### config.mk
export PLATFORM = sky130hd
export DESIGN_NAME = wb_ctrl_flat
export DESIGN_NICKNAME = d
export VERILOG_FILES = /design/src/rtl/wb_ctrl_if.sv /design/src/rtl/wb_ctrl.sv /design/src/flat_wrapper.sv
export SDC_FILE = /design/constraint.sdc
export NUM_CORES = 1
export LEC_CHECK = 0
export CAP_MARGIN = 30
export CORE_MARGIN = 3
export CORE_UTILIZATION = 46
export DETAILED_ROUTE_END_ITERATION = 6
export PLACE_DENSITY = 0.76
export SYNTH_ARGS = -nofsm -noshare
export SYNTH_HDL_FRONTEND = slang
export SYNTH_SLANG_ARGS = --single-unit
### constraint.sdc
create_clock -name clk -period 2.4 [get_ports clk]
set_input_delay 0.36 -clock clk [delete_from_list [all_inputs] [get_ports clk]]
set_output_delay 0.36 -clock clk [all_outputs]
set_load 0.005 [all_outputs]
### src/rtl/wb_ctrl_if.sv
// Bundle of writeback controller channels: ALU and load producers, register-file write port,
// issue-side hazard/forward queries and FIFO occupancy.
interface wb_ctrl_if #(
   parameter int unsigned REG_W  = 5,
   parameter int unsigned DATA_W = 32,
   parameter int unsigned DEPTH  = 4
);
   localparam int unsigned CNT_W = $clog2(DEPTH) + 1;

   logic              alu_vld;
   logic [REG_W-1:0]  alu_rd;
   logic [DATA_W-1:0] alu_wd;
   logic              ld_vld;
   logic              ld_rdy;
   logic [REG_W-1:0]  ld_rd;
   logic [DATA_W-1:0] ld_wd;
   logic              flush;
   logic [REG_W-1:0]  rf_a3;
   logic [DATA_W-1:0] rf_wd;
   logic              rf_we;
   logic [REG_W-1:0]  q1;
   logic [REG_W-1:0]  q2;
   logic              hz1;
   logic              hz2;
   logic              fwd1_vld;
   logic              fwd2_vld;
   logic [DATA_W-1:0] fwd1_data;
   logic [DATA_W-1:0] fwd2_data;
   logic [CNT_W-1:0]  cnt;

   modport master (
      output alu_vld, alu_rd, alu_wd, ld_vld, ld_rd, ld_wd, flush, q1, q2,
      input  ld_rdy, rf_a3, rf_wd, rf_we, hz1, hz2, fwd1_vld, fwd2_vld, fwd1_data, fwd2_data,
             cnt
   );

   modport slave (
      input  alu_vld, alu_rd, alu_wd, ld_vld, ld_rd, ld_wd, flush, q1, q2,
      output ld_rdy, rf_a3, rf_wd, rf_we, hz1, hz2, fwd1_vld, fwd2_vld, fwd1_data, fwd2_data,
             cnt
   );
endinterface

### src/rtl/wb_ctrl.sv
// Writeback controller: ALU results win the register-file write port, loads queue in a FIFO
// and drain in ALU-idle cycles. Define WB_FWD_EN to enable hazard forwarding data.
module wb_ctrl #(
   parameter int unsigned REG_W  = 5,
   parameter int unsigned DATA_W = 32,
   parameter int unsigned DEPTH  = 4
) (
   input logic      clk,
   input logic      rst_n,
   wb_ctrl_if.slave bus
);
   localparam int unsigned PTR_W = $clog2(DEPTH);
   localparam int unsigned CNT_W = PTR_W + 1;

   logic [REG_W-1:0]  fifo_rd_q [DEPTH];
   logic [DATA_W-1:0] fifo_wd_q [DEPTH];
   logic [PTR_W-1:0]  wptr_q, wptr_d, rptr_q, rptr_d;
   logic [CNT_W-1:0]  cnt_q, cnt_d;
   logic [REG_W-1:0]  rf_a3_q, rf_a3_d;
   logic [DATA_W-1:0] rf_wd_q, rf_wd_d;
   logic              rf_we_q, rf_we_d;
   logic              ld_rdy, alu_win, push, pop;

   // Ready depends only on registered occupancy: no credit for a same-cycle pop.
   assign ld_rdy = (cnt_q != CNT_W'(DEPTH));

   always_comb begin
      alu_win = bus.alu_vld && (bus.alu_rd != '0);
      push    = bus.ld_vld && ld_rdy && (bus.ld_rd != '0) && !bus.flush;
      pop     = !alu_win && (cnt_q != '0) && !bus.flush;
   end

   always_comb begin
      wptr_d = wptr_q;
      rptr_d = rptr_q;
      cnt_d  = cnt_q;
      if (bus.flush) begin
         wptr_d = '0;
         rptr_d = '0;
         cnt_d  = '0;
      end else begin
         if (push) wptr_d = wptr_q + PTR_W'(1);
         if (pop)  rptr_d = rptr_q + PTR_W'(1);
         if (push && !pop)      cnt_d = cnt_q + CNT_W'(1);
         else if (pop && !push) cnt_d = cnt_q - CNT_W'(1);
      end
   end

   always_comb begin
      rf_a3_d = rf_a3_q;
      rf_wd_d = rf_wd_q;
      rf_we_d = 1'b0;
      if (alu_win) begin
         rf_a3_d = bus.alu_rd;
         rf_wd_d = bus.alu_wd;
         rf_we_d = 1'b1;
      end else if (pop) begin
         rf_a3_d = fifo_rd_q[rptr_q];
         rf_wd_d = fifo_wd_q[rptr_q];
         rf_we_d = 1'b1;
      end
   end

   always_ff @(posedge clk or negedge rst_n) begin
      if (!rst_n) begin
         wptr_q  <= '0;
         rptr_q  <= '0;
         cnt_q   <= '0;
         rf_a3_q <= '0;
         rf_wd_q <= '0;
         rf_we_q <= 1'b0;
      end else begin
         wptr_q  <= wptr_d;
         rptr_q  <= rptr_d;
         cnt_q   <= cnt_d;
         rf_a3_q <= rf_a3_d;
         rf_wd_q <= rf_wd_d;
         rf_we_q <= rf_we_d;
      end
   end

   // Storage needs no reset: occupancy alone decides which entries are meaningful.
   always_ff @(posedge clk) begin
      if (push) begin
         fifo_rd_q[wptr_q] <= bus.ld_rd;
         fifo_wd_q[wptr_q] <= bus.ld_wd;
      end
   end

   logic [REG_W-1:0] qry [2];
   logic [1:0]       hz;
   logic [PTR_W-1:0] idx;
`ifdef WB_FWD_EN
   logic [DATA_W-1:0] fdata [2];
`endif

   // Entries are scanned oldest to youngest so the last match is the youngest.
   always_comb begin
      qry[0] = bus.q1;
      qry[1] = bus.q2;
      hz     = '0;
      idx    = '0;
`ifdef WB_FWD_EN
      fdata[0] = rf_wd_q;
      fdata[1] = rf_wd_q;
`endif
      for (int j = 0; j < 2; j++) begin
         for (int k = 0; k < DEPTH; k++) begin
            idx = rptr_q + PTR_W'(k);
            if ((CNT_W'(k) < cnt_q) && (fifo_rd_q[idx] == qry[j])) begin
               hz[j] = 1'b1;
`ifdef WB_FWD_EN
               fdata[j] = fifo_wd_q[idx];
`endif
            end
         end
         if (rf_we_q && (rf_a3_q == qry[j])) hz[j] = 1'b1;
         if (qry[j] == '0) hz[j] = 1'b0;
      end
   end

   assign bus.ld_rdy = ld_rdy;
   assign bus.rf_a3  = rf_a3_q;
   assign bus.rf_wd  = rf_wd_q;
   assign bus.rf_we  = rf_we_q;
   assign bus.cnt    = cnt_q;
   assign bus.hz1    = hz[0];
   assign bus.hz2    = hz[1];
`ifdef WB_FWD_EN
   assign bus.fwd1_vld  = hz[0];
   assign bus.fwd2_vld  = hz[1];
   assign bus.fwd1_data = fdata[0];
   assign bus.fwd2_data = fdata[1];
`else
   assign bus.fwd1_vld  = 1'b0;
   assign bus.fwd2_vld  = 1'b0;
   assign bus.fwd1_data = '0;
   assign bus.fwd2_data = '0;
`endif
endmodule

### src/flat_wrapper.sv
// flat-port wrapper written by rule: the top's interface ports become plain ports
module wb_ctrl_flat 
#(
   parameter int unsigned REG_W  = 5,
   parameter int unsigned DATA_W = 32,
   parameter int unsigned DEPTH  = 4
)
  (clk, rst_n, bus_alu_vld, bus_alu_rd, bus_alu_wd, bus_ld_vld, bus_ld_rd, bus_ld_wd, bus_flush, bus_q1, bus_q2, bus_ld_rdy, bus_rf_a3, bus_rf_wd, bus_rf_we, bus_hz1, bus_hz2, bus_fwd1_vld, bus_fwd2_vld, bus_fwd1_data, bus_fwd2_data, bus_cnt);
  wb_ctrl_if #(.REG_W(REG_W), .DATA_W(DATA_W), .DEPTH(DEPTH)) bus_i ();
  input logic clk;
  input logic rst_n;
  input wire logic [$bits(bus_i.alu_vld)-1:0] bus_alu_vld;
  input wire logic [$bits(bus_i.alu_rd)-1:0] bus_alu_rd;
  input wire logic [$bits(bus_i.alu_wd)-1:0] bus_alu_wd;
  input wire logic [$bits(bus_i.ld_vld)-1:0] bus_ld_vld;
  input wire logic [$bits(bus_i.ld_rd)-1:0] bus_ld_rd;
  input wire logic [$bits(bus_i.ld_wd)-1:0] bus_ld_wd;
  input wire logic [$bits(bus_i.flush)-1:0] bus_flush;
  input wire logic [$bits(bus_i.q1)-1:0] bus_q1;
  input wire logic [$bits(bus_i.q2)-1:0] bus_q2;
  output wire logic [$bits(bus_i.ld_rdy)-1:0] bus_ld_rdy;
  output wire logic [$bits(bus_i.rf_a3)-1:0] bus_rf_a3;
  output wire logic [$bits(bus_i.rf_wd)-1:0] bus_rf_wd;
  output wire logic [$bits(bus_i.rf_we)-1:0] bus_rf_we;
  output wire logic [$bits(bus_i.hz1)-1:0] bus_hz1;
  output wire logic [$bits(bus_i.hz2)-1:0] bus_hz2;
  output wire logic [$bits(bus_i.fwd1_vld)-1:0] bus_fwd1_vld;
  output wire logic [$bits(bus_i.fwd2_vld)-1:0] bus_fwd2_vld;
  output wire logic [$bits(bus_i.fwd1_data)-1:0] bus_fwd1_data;
  output wire logic [$bits(bus_i.fwd2_data)-1:0] bus_fwd2_data;
  output wire logic [$bits(bus_i.cnt)-1:0] bus_cnt;
  assign bus_i.alu_vld = bus_alu_vld;
  assign bus_i.alu_rd = bus_alu_rd;
  assign bus_i.alu_wd = bus_alu_wd;
  assign bus_i.ld_vld = bus_ld_vld;
  assign bus_i.ld_rd = bus_ld_rd;
  assign bus_i.ld_wd = bus_ld_wd;
  assign bus_i.flush = bus_flush;
  assign bus_i.q1 = bus_q1;
  assign bus_i.q2 = bus_q2;
  assign bus_ld_rdy = bus_i.ld_rdy;
  assign bus_rf_a3 = bus_i.rf_a3;
  assign bus_rf_wd = bus_i.rf_wd;
  assign bus_rf_we = bus_i.rf_we;
  assign bus_hz1 = bus_i.hz1;
  assign bus_hz2 = bus_i.hz2;
  assign bus_fwd1_vld = bus_i.fwd1_vld;
  assign bus_fwd2_vld = bus_i.fwd2_vld;
  assign bus_fwd1_data = bus_i.fwd1_data;
  assign bus_fwd2_data = bus_i.fwd2_data;
  assign bus_cnt = bus_i.cnt;
  wb_ctrl #(.REG_W(REG_W), .DATA_W(DATA_W), .DEPTH(DEPTH)) u_core (.clk(clk), .rst_n(rst_n), .bus(bus_i));
endmodule
==> results.py, run 1 <==
metrics = {
    "run_status": {
        "outcome": "finished, violations left",
        "violations": "setup timing",
    },
    "power": {
        "leakagePower_nw": 4.33,
        "powerDensity_nw_per_um2": 912,
        "ir_drop_uv": 542,
    },
    "yosys": {
        "synth-edff-count": 148,
        "ys_types": 42,
        "synth_seq_cells": 193,
        "synth_warnings": 0,
        "avgSynthCellArea_um2": 15.3,
        "syn_inst": 600,
        "ys_async_sr_fraction_pct": 23.3,
        "ys_seq_area_share_pct": 60.6,
        "synthFlopType": "edfxtp_1",
        "syn_area_um2": 9200,
    },
    "worst_setup_path": {
        "crit_fanout": 4,
        "worstPathRequired_ns": 2.04,
        "worstSetupEndpointType": "primary output",
        "reg2regPathDepth": 6,
        "critPathLaunchType": "register",
        "r2r_start": "u_core.rptr_q[0]",
        "regToRegSetupSlack_ns": 0.23,
        "r2r-end": "u_core.bus.rf_wd[11]",
        "crit_start": "u_core.rptr_q[0]",
        "cp_data_arrival_time_ns": 2.65,
        "crit_type": "register to primary output",
        "critPathCapture": "bus_hz1",
    },
    "sta": {
        "fin_ws_ns": -0.608,
        "setup_viol": 2,
        "fmax_mhz": 332,
        "fin_setup_tns_ns": -1.20,
        "maxSlewViolCount": 0,
        "period_needed_ns": 3.01,
        "max_slew_margin_pct": 60.6,
        "hold_slack_ns": 0.373,
        "hold_viol_final": 0,
        "finClkSkew_ns": 0.0188,
        "finalCritPeriodShare_pct": 125,
        "rsz0062_at_grt": "yes",
        "worst_pin_slew_ns": 0.591,
    },
    "clocking": {
        "cts_made_buffers": 17,
        "insertion_delay_ns": 0.43,
        "clkTransAtPathRegs_ns": 0.07,
        "cts_tree": "yes",
        "cts_num_sinks": 193,
        "clk_path_buf_depth": 2,
        "htreeDepth": 4,
        "root_buffer": "clkbuf_16",
    },
    "global_routing": {
        "antenna_found_initial": 0,
        "grt_usage_pct": 19.6,
        "grt_max_degree": 45,
        "grt-ovfl-total": 0,
        "grt_first_pass_wirelength_um": 32800,
        "grt_pass1_vias": 5894,
    },
    "route": {
        "wl_um": 20500,
        "routedWlPerCell_um": 19.1,
        "final_antenna_net_count": 0,
        "drt-pass1-iter-count": 5,
        "avgViaCountPerCell": 5.08,
        "num_vias": 5466,
        "drt-initial-drc-count": 301,
        "drc_errors": 0,
    },
    "hold_path": {
        "hp-class": "input pin to asynchronous set/reset pin",
    },
    "cells_and_area": {
        "final_util_pct": 60.1,
        "final_layout_size_suffix_gt1_share_pct": 22.3,
        "nFillCells": 1463,
        "diodes": 0,
        "area_growth_pct": 27.6,
        "final_nets": 893,
        "instances_no_fill": 1075,
    },
    "job": {
        "cap_violations": 0,
    },
    "place": {
        "place.gp.congestion": 0.880,
        "dpl.cell_count": 1028,
        "hpwl_um": 14500,
        "dp_slack_ns": -0.523,
        "portBuffers": 132,
    },
    "die": {
        "dieArea_um2": 21700,
        "row_count": 51,
        "initial_core_util_pct": 47.1,
        "die_h_um": 147,
        "core_um2": 19500,
        "io_pins": 199,
        "die_w_um": 147,
    },
}
==> how the worst min path moves through the flow <==
stage / startpoint / to / slack, ns / cells after the start
2_1_floorplan: rst_n / u_core.bus.cnt[0] / 0.06 / 0
3_3_place_gp: rst_n / u_core.bus.rf_a3[2] / 0.29 / 1
3_5_place_dp: rst_n / u_core.bus.rf_a3[2] / 0.29 / 1
4_1_cts: rst_n / u_core.bus.rf_we / 0.37 / 2
5_1_grt: rst_n / u_core.bus.rf_we / 0.39 / 2
6_report: rst_n / u_core.bus.rf_we / 0.37 / 2
==> cell type report <==
class / count / area, µm² / share of cell area [%]
inverters: 8 / 30.0 / 0.256
multi-input cells: 362 / 3150 / 26.9
clock buffers: 20 / 437 / 3.72
flip-flops and latches: 193 / 5580 / 47.5
repair buffers: 215 / 2080 / 17.7
well taps: 265 / 332 / 2.82
clock inverters: 12 / 133 / 1.13
==> synth_stat cells (6+ instances only) <==
master,n,area [µm²]
clkbuf_1,14,52.6
nand2_1,16,60.1
mux2i_1,35,350
buf_2,10,50.1
xnor2_1,30,263
nor2_1,47,176
inv_1,8,30.0
edfxtp_1,148,4440
buf_4,71,533
ha_1,7,87.6
a31oi_1,6,37.5
dfrtp_1,45,1130
nor3_1,6,30.0
a21oi_1,34,170
mux4_1,9,236
xor2_1,24,210
mux4_2,41,923
==> through the flow <==
stage / power [W] / instance area, µm²
final: 0.0107 / 11700
after global routing: 0.0113 / 11700
after CTS: 0.0108 / 11700
after detailed placement: 0.00781 / 11000
after global placement: 0.00773 / 11000
after floorplan: 0.00641 / 9450
==> layout by cell type, fill, tap and decap left out, types with 5 or more instances in the layout <==
master	Yosys	routed
buf_4	71	68
inv_6	0	5
ha_1	7	7
xor2_1	24	24
dfrtp_1	45	43
clkdlybuf4s50_1	0	129
mux2i_1	35	35
buf_12	1	10
xnor2_1	30	28
a21oi_1	34	34
conb_1	1	66
edfxtp_1	148	148
nand2_1	16	16
inv_1	8	7
a31oi_1	6	6
clkbuf_16	0	17
nor2_1	47	47
mux4_2	41	46
nand4_1	5	5
==> critical path: stages, from the launching register on <==
cell and delay, ns:
dfrtp_4 0.50, buf_6 0.13, buf_6 0.11, mux4_2 0.43
buf_6 0.14, xnor2_1 0.11, nand4_1 0.09, nor3_1 0.05
or3_1 0.35, o22a_1 0.20, buf_2 0.13
==> registers in the layout (all words and copies together) (netlist names) <==
signal and flops:
u_core.bus.rf_a3 5, u_core.bus.rf_wd 32, u_core.fifo_rd_q 20, u_core.fifo_wd_q 128
u_core.wptr_q 2, u_core.bus.rf_we 1, u_core.bus.cnt 3, u_core.rptr_q 2
==> layer usage <==
| metal | GRT usage [%] | share of wire [%] | routed length (µm) | up-vias |
|---|---|---|---|---|
| met2 | 33.4 | 50 | 10200 | 218 |
| met5 | 0 | 0 | 0 | - |
| met3 | 4.29 | 6.6 | 1350 | 21 |
| li1 | - | - | - | 2505 |
| met4 | 6.15 | 1.7 | 339 | 0 |
| met1 | 25.3 | 42 | 8630 | 2722 |
==> cell families (layout without fill, tap and decap cells) <==
logic type	Yosys count	in the layout	share of synthesized area, %
mux	89	89	16.9
xor+xnor	54	54	5.14
fa+ha+maj	8	8	1.06
flops	193	193	60.6
other cells	1	66	0.0408
compound gates	56	56	3.85
simple gates	89	89	4.34
buf+inv	110	255	8.11
==> report_power, final <==
| group | internal (W) | leakage, nW | switching [W] | total [W] |
|---|---|---|---|---|
| combinational | 0.00211 | 2.18 | 0.00159 | 0.00370 |
| sequential | 0.00401 | 1.86 | 0.000236 | 0.00425 |
| clock | 0.00155 | 0.284 | 0.00121 | 0.00275 |
==> repair_timing <==
action | in CTS | in global routing
buffers inserted | 14 | 0
pin swaps | 8 | 7
gates resized for setup | 17 | 5
endpoints found under the hold margin | 11 | 0
hold buffers | 1 | 0
setup endpoints to repair | 2 | 2
Note: power is estimated with default switching activity, not from simulation.
==> inputs of run 2 (changes only) <==
- CAP_MARGIN: 30 -> default
- CORE_UTILIZATION: 46 -> 50
- PLACE_DENSITY: 0.76 -> 0.79
- clock period: 2.4 -> 3 ns (I/O delays scaled with it)
==> run 2 against run 1 <==
Compared with the run above:
- the run still ends with setup timing left
- worst hold slack worse by 0.19 ns
- clock power fell by 19%
- flip-flop and latch count unchanged
- first-iteration DRC count is 11% lower
- via count shrank 1.7%
- largest cell class unchanged
- register-to-register slack better by 0.66 ns
==> results.py, run 2 (synthesized netlist as in run 1, its figures left out) <==
metrics = {
    "run_status": {
        "outcome": "finished, violations left",
        "violations": "setup timing",
    },
    "sta": {
        "max_slew_margin_pct": 34.7,
        "maxSlewViolCount": 0,
        "worst_pin_slew_ns": 0.980,
        "hold_slack_ns": 0.180,
        "hold_viol_final": 0,
        "finalCritPeriodShare_pct": 102,
        "rsz0062_at_grt": "yes",
        "period_needed_ns": 3.06,
        "fin_ws_ns": -0.0639,
        "fmax_mhz": 326,
        "finClkSkew_ns": 0.0103,
        "setup_viol": 2,
    },
    "place": {
        "hpwl_um": 13800,
        "dpl.cell_count": 962,
        "place.gp.congestion": 0.932,
        "place_area_um2": 10700,
        "portBuffers": 132,
    },
    "cells_and_area": {
        "final_common_cell": "edfxtp_1",
        "largest_reg_flops": 128,
        "diodes": 0,
        "final_util_pct": 65.3,
        "nFillCells": 1247,
        "final_layout_size_suffix_gt1_share_pct": 20.7,
        "ff_latch_area_um2": 5580,
        "fin_area_um2": 11500,
        "instances_no_fill": 1008,
        "final_cell_mix": "edfxtp_1 (148), clkdlybuf4s50_1 (129), conb_1 (66)",
        "area_growth_pct": 25.4,
        "multi_input_area_um2": 3160,
        "final_nets": 866,
        "largest_register": "u_core.fifo_wd_q",
    },
    "global_routing": {
        "grt_usage_pct": 20.2,
        "antenna_found_initial": 0,
        "grt-ovfl-total": 0,
        "grt_max_degree": 65,
        "grt_pass1_vias": 5604,
        "grt_first_pass_wirelength_um": 31000,
    },
    "power": {
        "leakagePower_nw": 4.20,
        "powerDensity_nw_per_um2": 742,
        "power_w": 0.00855,
        "ir_drop_uv": 448,
    },
    "route": {
        "final_antenna_net_count": 0,
        "drt-pass1-iter-count": 4,
        "drc_errors": 0,
        "wl_um": 19800,
        "drt-initial-drc-count": 269,
        "routedWlPerCell_um": 19.7,
        "avgViaCountPerCell": 5.33,
        "num_vias": 5374,
    },
    "job": {
        "cap_violations": 0,
    },
    "worst_setup_path": {
        "cp_data_arrival_time_ns": 2.61,
        "crit_fanout": 10,
        "crit_type": "register to primary output",
        "worstPathRequired_ns": 2.55,
        "critPathLaunchType": "register",
        "worstSetupEndpointType": "primary output",
    },
    "clocking": {
        "cts_num_sinks": 193,
        "clkTransAtPathRegs_ns": 0.07,
        "cts_made_buffers": 17,
        "htreeDepth": 4,
        "insertion_delay_ns": 0.42,
        "root_buffer": "clkbuf_16",
        "clk_path_buf_depth": 2,
        "cts_tree": "yes",
    },
    "die": {
        "die_h_um": 142,
        "dieArea_um2": 20100,
        "core_um2": 17700,
        "io_pins": 199,
        "row_count": 48,
        "initial_core_util_pct": 52.1,
        "die_w_um": 142,
    },
    "hold_path": {
        "hp-class": "input pin to asynchronous set/reset pin",
    },
}
run 2: cell types whose count changed in the layout (fill, tap and decap cells not counted), moves of 2 or more:
cell,before,now
buf_4,68,42
mux4_1,4,0
mux4_2,46,50
clkinv_4,1,4
buf_6,4,2
clkbuf_1,3,1
clkinv_2,4,2
inv_6,5,3
run 2: final timing paths:
check	cells after the start	slack (ns)	to	start
max in group asynchronous	1	2.10	u_core.rptr_q[0]	rst_n
worst min-delay path	1	0.18	u_core.bus.rf_a3[0]	rst_n
min in group clk	2	0.52	u_core.bus.rf_wd[20]	u_core.bus.rf_wd[20]
worst max-delay path	8	-0.06	bus_hz1	u_core.rptr_q[1]
worst max register to register	5	0.89	u_core.bus.rf_wd[31]	u_core.rptr_q[0]
worst min register to register	2	0.52	u_core.bus.rf_wd[20]	u_core.bus.rf_wd[20]
run 2: cell type report:
cell class | count | share of cell area [%]
clock buffers | 19 | 3.84
clock inverters | 13 | 1.35
well taps | 225 | 2.44
flip-flops and latches | 193 | 48.3
repair buffers | 188 | 16.4
multi-input cells | 362 | 27.4
inverters | 8 | 0.260
run 2: through the flow:
step	setup slack [ns]	setup TNS, ns
4_1_cts	-0.0955	-0.136
2_1_floorplan	0.486	0
3_5_place_dp	-0.0692	-0.0932
5_1_grt	-0.134	-0.251
3_3_place_gp	-0.101	-0.101
6_report	-0.0639	-0.0991
run 2: worst max-delay path, cell delays in order (launching register included):
cell	delay, ns
dfrtp_2	0.42
buf_12	0.15
mux4_2	0.56
xor2_1	0.17
nor4_1	0.31
nand3_1	0.17
o41ai_2	0.08
o22a_1	0.22
buf_2	0.12
run 2: metal layers:
layer | global-route usage, % | up-vias | wire length [µm]
met5 | 0 | - | 0
met4 | 6.52 | 0 | 272
met3 | 5.12 | 22 | 1450
met2 | 33.7 | 214 | 10200
met1 | 26.2 | 2698 | 7880
li1 | - | 2440 | -
run 2: report_power, final:
part | internal [W] | total, W | switching [W] | leakage [nW]
logic | 0.00165 | 0.00291 | 0.00126 | 2.05
clock network | 0.00127 | 0.00223 | 0.000964 | 0.291
registers | 0.00321 | 0.00341 | 0.000202 | 1.86
total | 0.00612 | 0.00855 | 0.00243 | 4.20
run 2: what timing repair did:
| item | 4_1_cts | 5_1_grt |
|---|---|---|
| endpoints found under the hold margin | 0 | 0 |
| gates resized for setup | 28 | 6 |
| buffers inserted | 8 | 5 |
| pin swaps | 12 | 7 |
| setup endpoints to repair | 2 | 2 |
| hold buffers | 0 | 0 |
| gates cloned | 1 | 0 |
==> inputs of run 3 (changes only) <==
- CORE_ASPECT_RATIO: default -> 0.9
==> run 3 against run 2 <==
Compared with the run above:
- clock power decreased by 5%
- count of clock-buffer cells in the layout down 1
- combinational power down 4%
- the flow still finishes with violations (setup timing)
- non-clock buffer count shrank 4
- utilization fell by 1.8 points
- flip-flop and latch count did not move
- global-route usage increased by 0.74 points
- sequential power hardly changed
- worst hold slack worse by 0.064 ns
==> results.py, run 3 (synthesized netlist as in run 1, its figures left out) <==
metrics = {
    "clocking": {
        "clk_path_buf_depth": 2,
        "htreeDepth": 4,
        "cts_num_sinks": 193,
        "cts_made_buffers": 17,
        "insertion_delay_ns": 0.44,
        "clkTransAtPathRegs_ns": 0.07,
        "root_buffer": "clkbuf_16",
        "cts_tree": "yes",
    },
    "power": {
        "swShare_pct": 29.6,
        "internal_power_w": 0.00585,
        "ir_drop_uv": 455,
        "leakagePower_nw": 4.11,
        "p_clk_share_pct": 25.4,
        "powerDensity_nw_per_um2": 733,
        "seqPwrFrac_pct": 41.0,
        "p_sw_w": 0.00246,
        "pwr-share-comb_pct": 33.6,
        "power_w": 0.00831,
    },
    "sta": {
        "max_slew_margin_pct": 43.3,
        "hold_slack_ns": 0.117,
        "finClkSkew_ns": 0.0119,
        "period_needed_ns": 3.11,
        "finalCritPeriodShare_pct": 104,
        "worst_pin_slew_ns": 0.850,
        "fin_ws_ns": -0.105,
        "hold_viol_final": 0,
        "setup_viol": 2,
        "fmax_mhz": 322,
        "maxSlewViolCount": 0,
        "fin_setup_tns_ns": -0.126,
        "rsz0062_at_grt": "yes",
    },
    "place": {
        "place.gp.congestion": 0.910,
        "dpl.cell_count": 974,
        "hpwl_um": 14100,
        "portBuffers": 132,
    },
    "worst_setup_path": {
        "critPathCapture": "bus_hz1",
        "crit_fanout": 7,
        "reg2regPathDepth": 7,
        "worstPathRequired_ns": 2.55,
        "cp_data_arrival_time_ns": 2.66,
        "crit_type": "register to primary output",
        "regToRegSetupSlack_ns": 0.77,
        "r2r_start": "u_core.rptr_q[0]",
        "worstSetupEndpointType": "primary output",
        "crit_start": "u_core.rptr_q[0]",
        "r2r-end": "u_core.bus.rf_wd[13]",
        "critPathLaunchType": "register",
    },
    "hold_path": {
        "hp-class": "input pin to asynchronous set/reset pin",
    },
    "route": {
        "final_antenna_net_count": 0,
        "num_vias": 5425,
        "drt-pass1-iter-count": 5,
        "avgViaCountPerCell": 5.32,
        "drc_errors": 0,
        "wl_um": 20300,
        "drt-initial-drc-count": 393,
        "routedWlPerCell_um": 19.9,
    },
    "cells_and_area": {
        "final_nets": 862,
        "final_layout_size_suffix_gt1_share_pct": 19.9,
        "area_growth_pct": 23.2,
        "largest_register": "u_core.fifo_wd_q",
        "final_cell_mix": "edfxtp_1 (148), clkdlybuf4s50_1 (129), conb_1 (66)",
        "diodes": 0,
        "largest_reg_flops": 128,
        "nFillCells": 1319,
        "final_common_cell": "edfxtp_1",
        "multi_input_area_um2": 3130,
        "ff_latch_area_um2": 5580,
        "instances_no_fill": 1019,
    },
    "die": {
        "die_w_um": 149,
        "row_count": 46,
        "initial_core_util_pct": 51.6,
        "io_pins": 199,
        "dieArea_um2": 20100,
        "die_h_um": 135,
        "core_um2": 17800,
    },
    "global_routing": {
        "grt_pass1_vias": 5744,
        "grt-ovfl-total": 0,
        "antenna_found_initial": 0,
        "grt_max_degree": 60,
        "grt_usage_pct": 20.9,
        "grt_first_pass_wirelength_um": 31700,
    },
    "job": {
        "cap_violations": 0,
    },
    "run_status": {
        "violations": "setup timing",
        "outcome": "finished, violations left",
    },
}
## run 3: final cells by class
class,instances,share of cell area (%)
Tap cell,240,2.65
Sequential cell,193,49.2
Clock buffer,18,3.79
Timing Repair Buffer,184,15.4
Clock inverter,14,1.08
Inverter,8,0.265
Multi-Input combinational cell,362,27.7
## run 3: timing repair
action / CTS / global route
endpoints found under the setup margin: 2 / 2
hold buffers: 0 / 0
pin swaps: 6 / 5
resized for setup: 24 / 2
buffers inserted: 13 / 0
## run 3: critical path, stage by stage, from the launching register on
cell     delay [ns]
dfrtp_4        0.46
buf_8          0.14
mux4_1         0.68
xor2_1         0.21
nor3_1         0.06
or3_1          0.32
o22a_1         0.23
buf_2          0.13
## run 3: how the worst min path moves through the flow
stage                     cells after the start  slack [ns]                   end
after global routing                          1        0.17   u_core.bus.rf_wd[7]
after detailed placement                      2        0.52  u_core.bus.rf_wd[20]
after CTS                                     1        0.14   u_core.bus.rf_a3[0]
after global placement                        2        0.51  u_core.bus.rf_wd[18]
after floorplan                               0        0.15     u_core.bus.cnt[0]
final                                         1        0.12   u_core.bus.rf_wd[0]
## run 3: power by group through the flow
stage          sequential (W)  combinational, W  clock, W
2_1_floorplan         0.00343           0.00170         0
3_3_place_gp          0.00348           0.00255         0
3_5_place_dp          0.00350           0.00260         0
4_1_cts               0.00341           0.00281   0.00215
5_1_grt               0.00344           0.00302   0.00228
6_report              0.00341           0.00279   0.00211
## run 3: metal layers
metal	vias to the layer above	global-route usage, %	share of wire [%]	wire [µm]
met2	228	35.8	51	10300
li1	2444	-	-	-
met4	0	7.32	2.1	425
met5	-	0	0	0
met1	2722	25.9	40	8180
met3	31	5.74	6.8	1380
## run 3: stage by stage
stage,area (µm²),util [%],setup WS (ns)
2_1_floorplan,9440,-,0.486
3_3_place_gp,10700,59.8,-0.00974
3_5_place_dp,10700,59.8,-0.0446
4_1_cts,11300,63.4,-0.0563
5_1_grt,11300,63.5,-0.181
6_report,11300,63.5,-0.105
==> variant: new RTL, config.mk and constraints of run 1 <==
`DATA_W` is set to 32 in 3 places; all go to 16.
--- a/src/rtl/wb_ctrl_if.sv
+++ b/src/rtl/wb_ctrl_if.sv
@@ -2,7 +2,7 @@
 // issue-side hazard/forward queries and FIFO occupancy.
 interface wb_ctrl_if #(
    parameter int unsigned REG_W  = 5,
-   parameter int unsigned DATA_W = 32,
+   parameter int unsigned DATA_W = 16,
    parameter int unsigned DEPTH  = 4
 );
    localparam int unsigned CNT_W = $clog2(DEPTH) + 1;
--- a/src/rtl/wb_ctrl.sv
+++ b/src/rtl/wb_ctrl.sv
@@ -2,7 +2,7 @@
 // and drain in ALU-idle cycles. Define WB_FWD_EN to enable hazard forwarding data.
 module wb_ctrl #(
    parameter int unsigned REG_W  = 5,
-   parameter int unsigned DATA_W = 32,
+   parameter int unsigned DATA_W = 16,
    parameter int unsigned DEPTH  = 4
 ) (
    input logic      clk,
--- a/src/flat_wrapper.sv
+++ b/src/flat_wrapper.sv
@@ -2,7 +2,7 @@
 module wb_ctrl_flat 
 #(
    parameter int unsigned REG_W  = 5,
-   parameter int unsigned DATA_W = 32,
+   parameter int unsigned DATA_W = 16,
    parameter int unsigned DEPTH  = 4
 )
   (clk, rst_n, bus_alu_vld, bus_alu_rd, bus_alu_wd, bus_ld_vld, bus_ld_rd, bus_ld_wd, bus_flush, bus_q1, bus_q2, bus_ld_rdy, bus_rf_a3, bus_rf_wd, bus_rf_we, bus_hz1, bus_hz2, bus_fwd1_vld, bus_fwd2_vld, bus_fwd1_data, bus_fwd2_data, bus_cnt);
Ports: changed (5 resized); port bits go from 199 to 119. The function was not compared with the original's and may differ.
==> variant against run 1 <==
  * The flow still finishes with violations (negative setup slack)
  * Total power decreased by 25%
  * Critical path depth unchanged
  * Register-to-register slack improved by 190 ps
  * Routed wire length decreased by 36%
  * Worst setup slack improved by 160 ps
  * Sequential cell count decreased by 80
  * Synthesized area decreased by 36%
  * Maximum frequency increased by 5.6%
  * Die area decreased by 35%
  * Final area decreased by 32%
  * Sequential power decreased by 39%
  * Largest power group is now combinational cells
==> variant: results (changes against run 1) <==
failing checks -> negative setup slack
met1 usage -> 0.230 (-0.0234)
synthesized area per cell -> 14.1 µm² (-8.3%)
Setup TNS -> -846 ps (+350 ps)
layout cells sized above 1 -> 0.259 (+0.0353)
Worst Skew -> 10.2 ps (-8.67 ps)
Vias -> 3773 (-31%)
register area share after synthesis -> 0.553 (-0.0530)
leak pwr -> 2.95 nW (-32%)
Async SR Flop Fraction -> 0.257 (+0.0235)
internal power -> 5.78 mW (-25%)
dpl cells -> 694 (-32%)
Total GRT Usage -> 0.192 (-0.00332)
register-to-register setup slack -> 420 ps (+190 ps)
met2 usage in global routing -> 0.332 (-0.00160)
slowest library cell on the worst path -> mux4_2
status -> complete, but fails checks
largest net degree at the start of global routing -> 30 (-33%)
setup violators final -> 2 (unchanged)
Reg-to-Reg Start -> u_core.bus.cnt[0]
clock-pin slew on the worst setup and hold paths -> 50 ps (-20 ps)
later-pin clock latency in the skew report -> 400 ps (-30 ps)
first-pass GRT wire length -> 20.9 mm (-36%)
drt first pass iters -> 4 (-1)
pre-CTS WS -> -392 ps (+131 ps)
vias in the first global route -> 3954 (-33%)
terminus of the critical flop-to-flop path -> u_core.fifo_wd_q[1][4]
crit-path max FO -> 6 (+2)
crit path DAT -> 2490 ps (-160 ps)
Final Net Count -> 619 (-31%)
max reg flops -> 64 (-50%)
Port Buffers -> 84 (-36%)
Post-synth top cells -> 84 x edfxtp_1, 41 x buf_4, 36 x xnor2_1
Non-Filler Instances -> 736 (-32%)
PnR worst setup slack -> -449 ps (+159 ps)
Reg2Reg Depth -> 7 (+1)
Synth cell types -> 34 (-19%)
DP Area -> 7160 µm² (-35%)
variant: cell types whose count changed after synthesis, sizes merged, moves of 3 or more:
| cell | delta |
|---|---|
| mux2 | -3 |
| a21oi | -14 |
| dfrtp | -16 |
| xnor2 | +6 |
| mux2i | -12 |
| mux4 | -15 |
| edfxtp | -64 |
| xor2 | -4 |
| nor2 | -16 |
| inv | -3 |
| clkbuf | -4 |
| buf | -37 |
variant: metal layers:
layer	part of all wire	routed length [µm]	vias to the layer above
met3	0.076	998	25
met2	0.51	6680	165
met1	0.40	5230	1823
li1	-	-	1760
met5	0	0	-
met4	0.022	286	0
variant: cells by family (layout without fill, tap and decap cells):
family	count (synthesis)	count (layout)	synth area share
fa+ha+maj	8	8	0.0166
mux	59	59	0.175
compound gates	40	40	0.0430
buf+inv	66	183	0.0700
xor+xnor	56	56	0.0834
flops	113	113	0.553
simple gates	75	75	0.0585
other cells	1	34	0.000638
variant: power by group through the flow:
| stage | clock, mW | combinational [mW] | sequential, mW |
|---|---|---|---|
| 2_1_floorplan | 0 | 1.58 | 2.55 |
| 3_3_place_gp | 0 | 2.46 | 2.60 |
| 3_5_place_dp | 0 | 2.51 | 2.62 |
| 4_1_cts | 2.70 | 2.74 | 2.57 |
| 5_1_grt | 2.79 | 2.97 | 2.61 |
| 6_report | 2.67 | 2.74 | 2.58 |
variant: worst min path at each step:
stage,endpoint,slack (ps),cells past startpoint
floorplan,u_core.bus.cnt[0],60,0
global placement,u_core.bus.rf_wd[12],510,2
detailed placement,u_core.bus.rf_wd[3],520,2
CTS,u_core.bus.rf_wd[4],380,2
global route,u_core.bus.rf_wd[3],370,2
finish,u_core.bus.rf_wd[1],370,2
variant: layout make-up:
cell class / count / area [µm²]
fillers: 903 / 4270
well taps: 168 / 210
flip-flops and latches: 113 / 3250
inverters: 5 / 18.8
clock buffers: 23 / 488
multi-input cells: 272 / 2420
repair buffers: 146 / 1440
clock inverters: 9 / 153
variant: critical path, delay by kind of cell (launching register included):
| family | cells | cell delay, ps |
|---|---|---|
| and+or+nand+nor | 2 | 170 |
| xor gates and xnor gates | 1 | 120 |
| muxes | 1 | 560 |
| DFF | 1 | 390 |
| buffers and inverters | 4 | 520 |
| AOI/OAI and AO/OA | 2 | 330 |
variant: timing repair:
| action | in CTS | in global routing |
|---|---|---|
| hold buffers | 0 | 0 |
| setup endpoints to repair | 2 | 3 |
| gates resized for setup | 20 | 4 |
| pin swaps | 11 | 0 |
| buffers inserted | 9 | 0 |
| gates cloned | 1 | 0 |
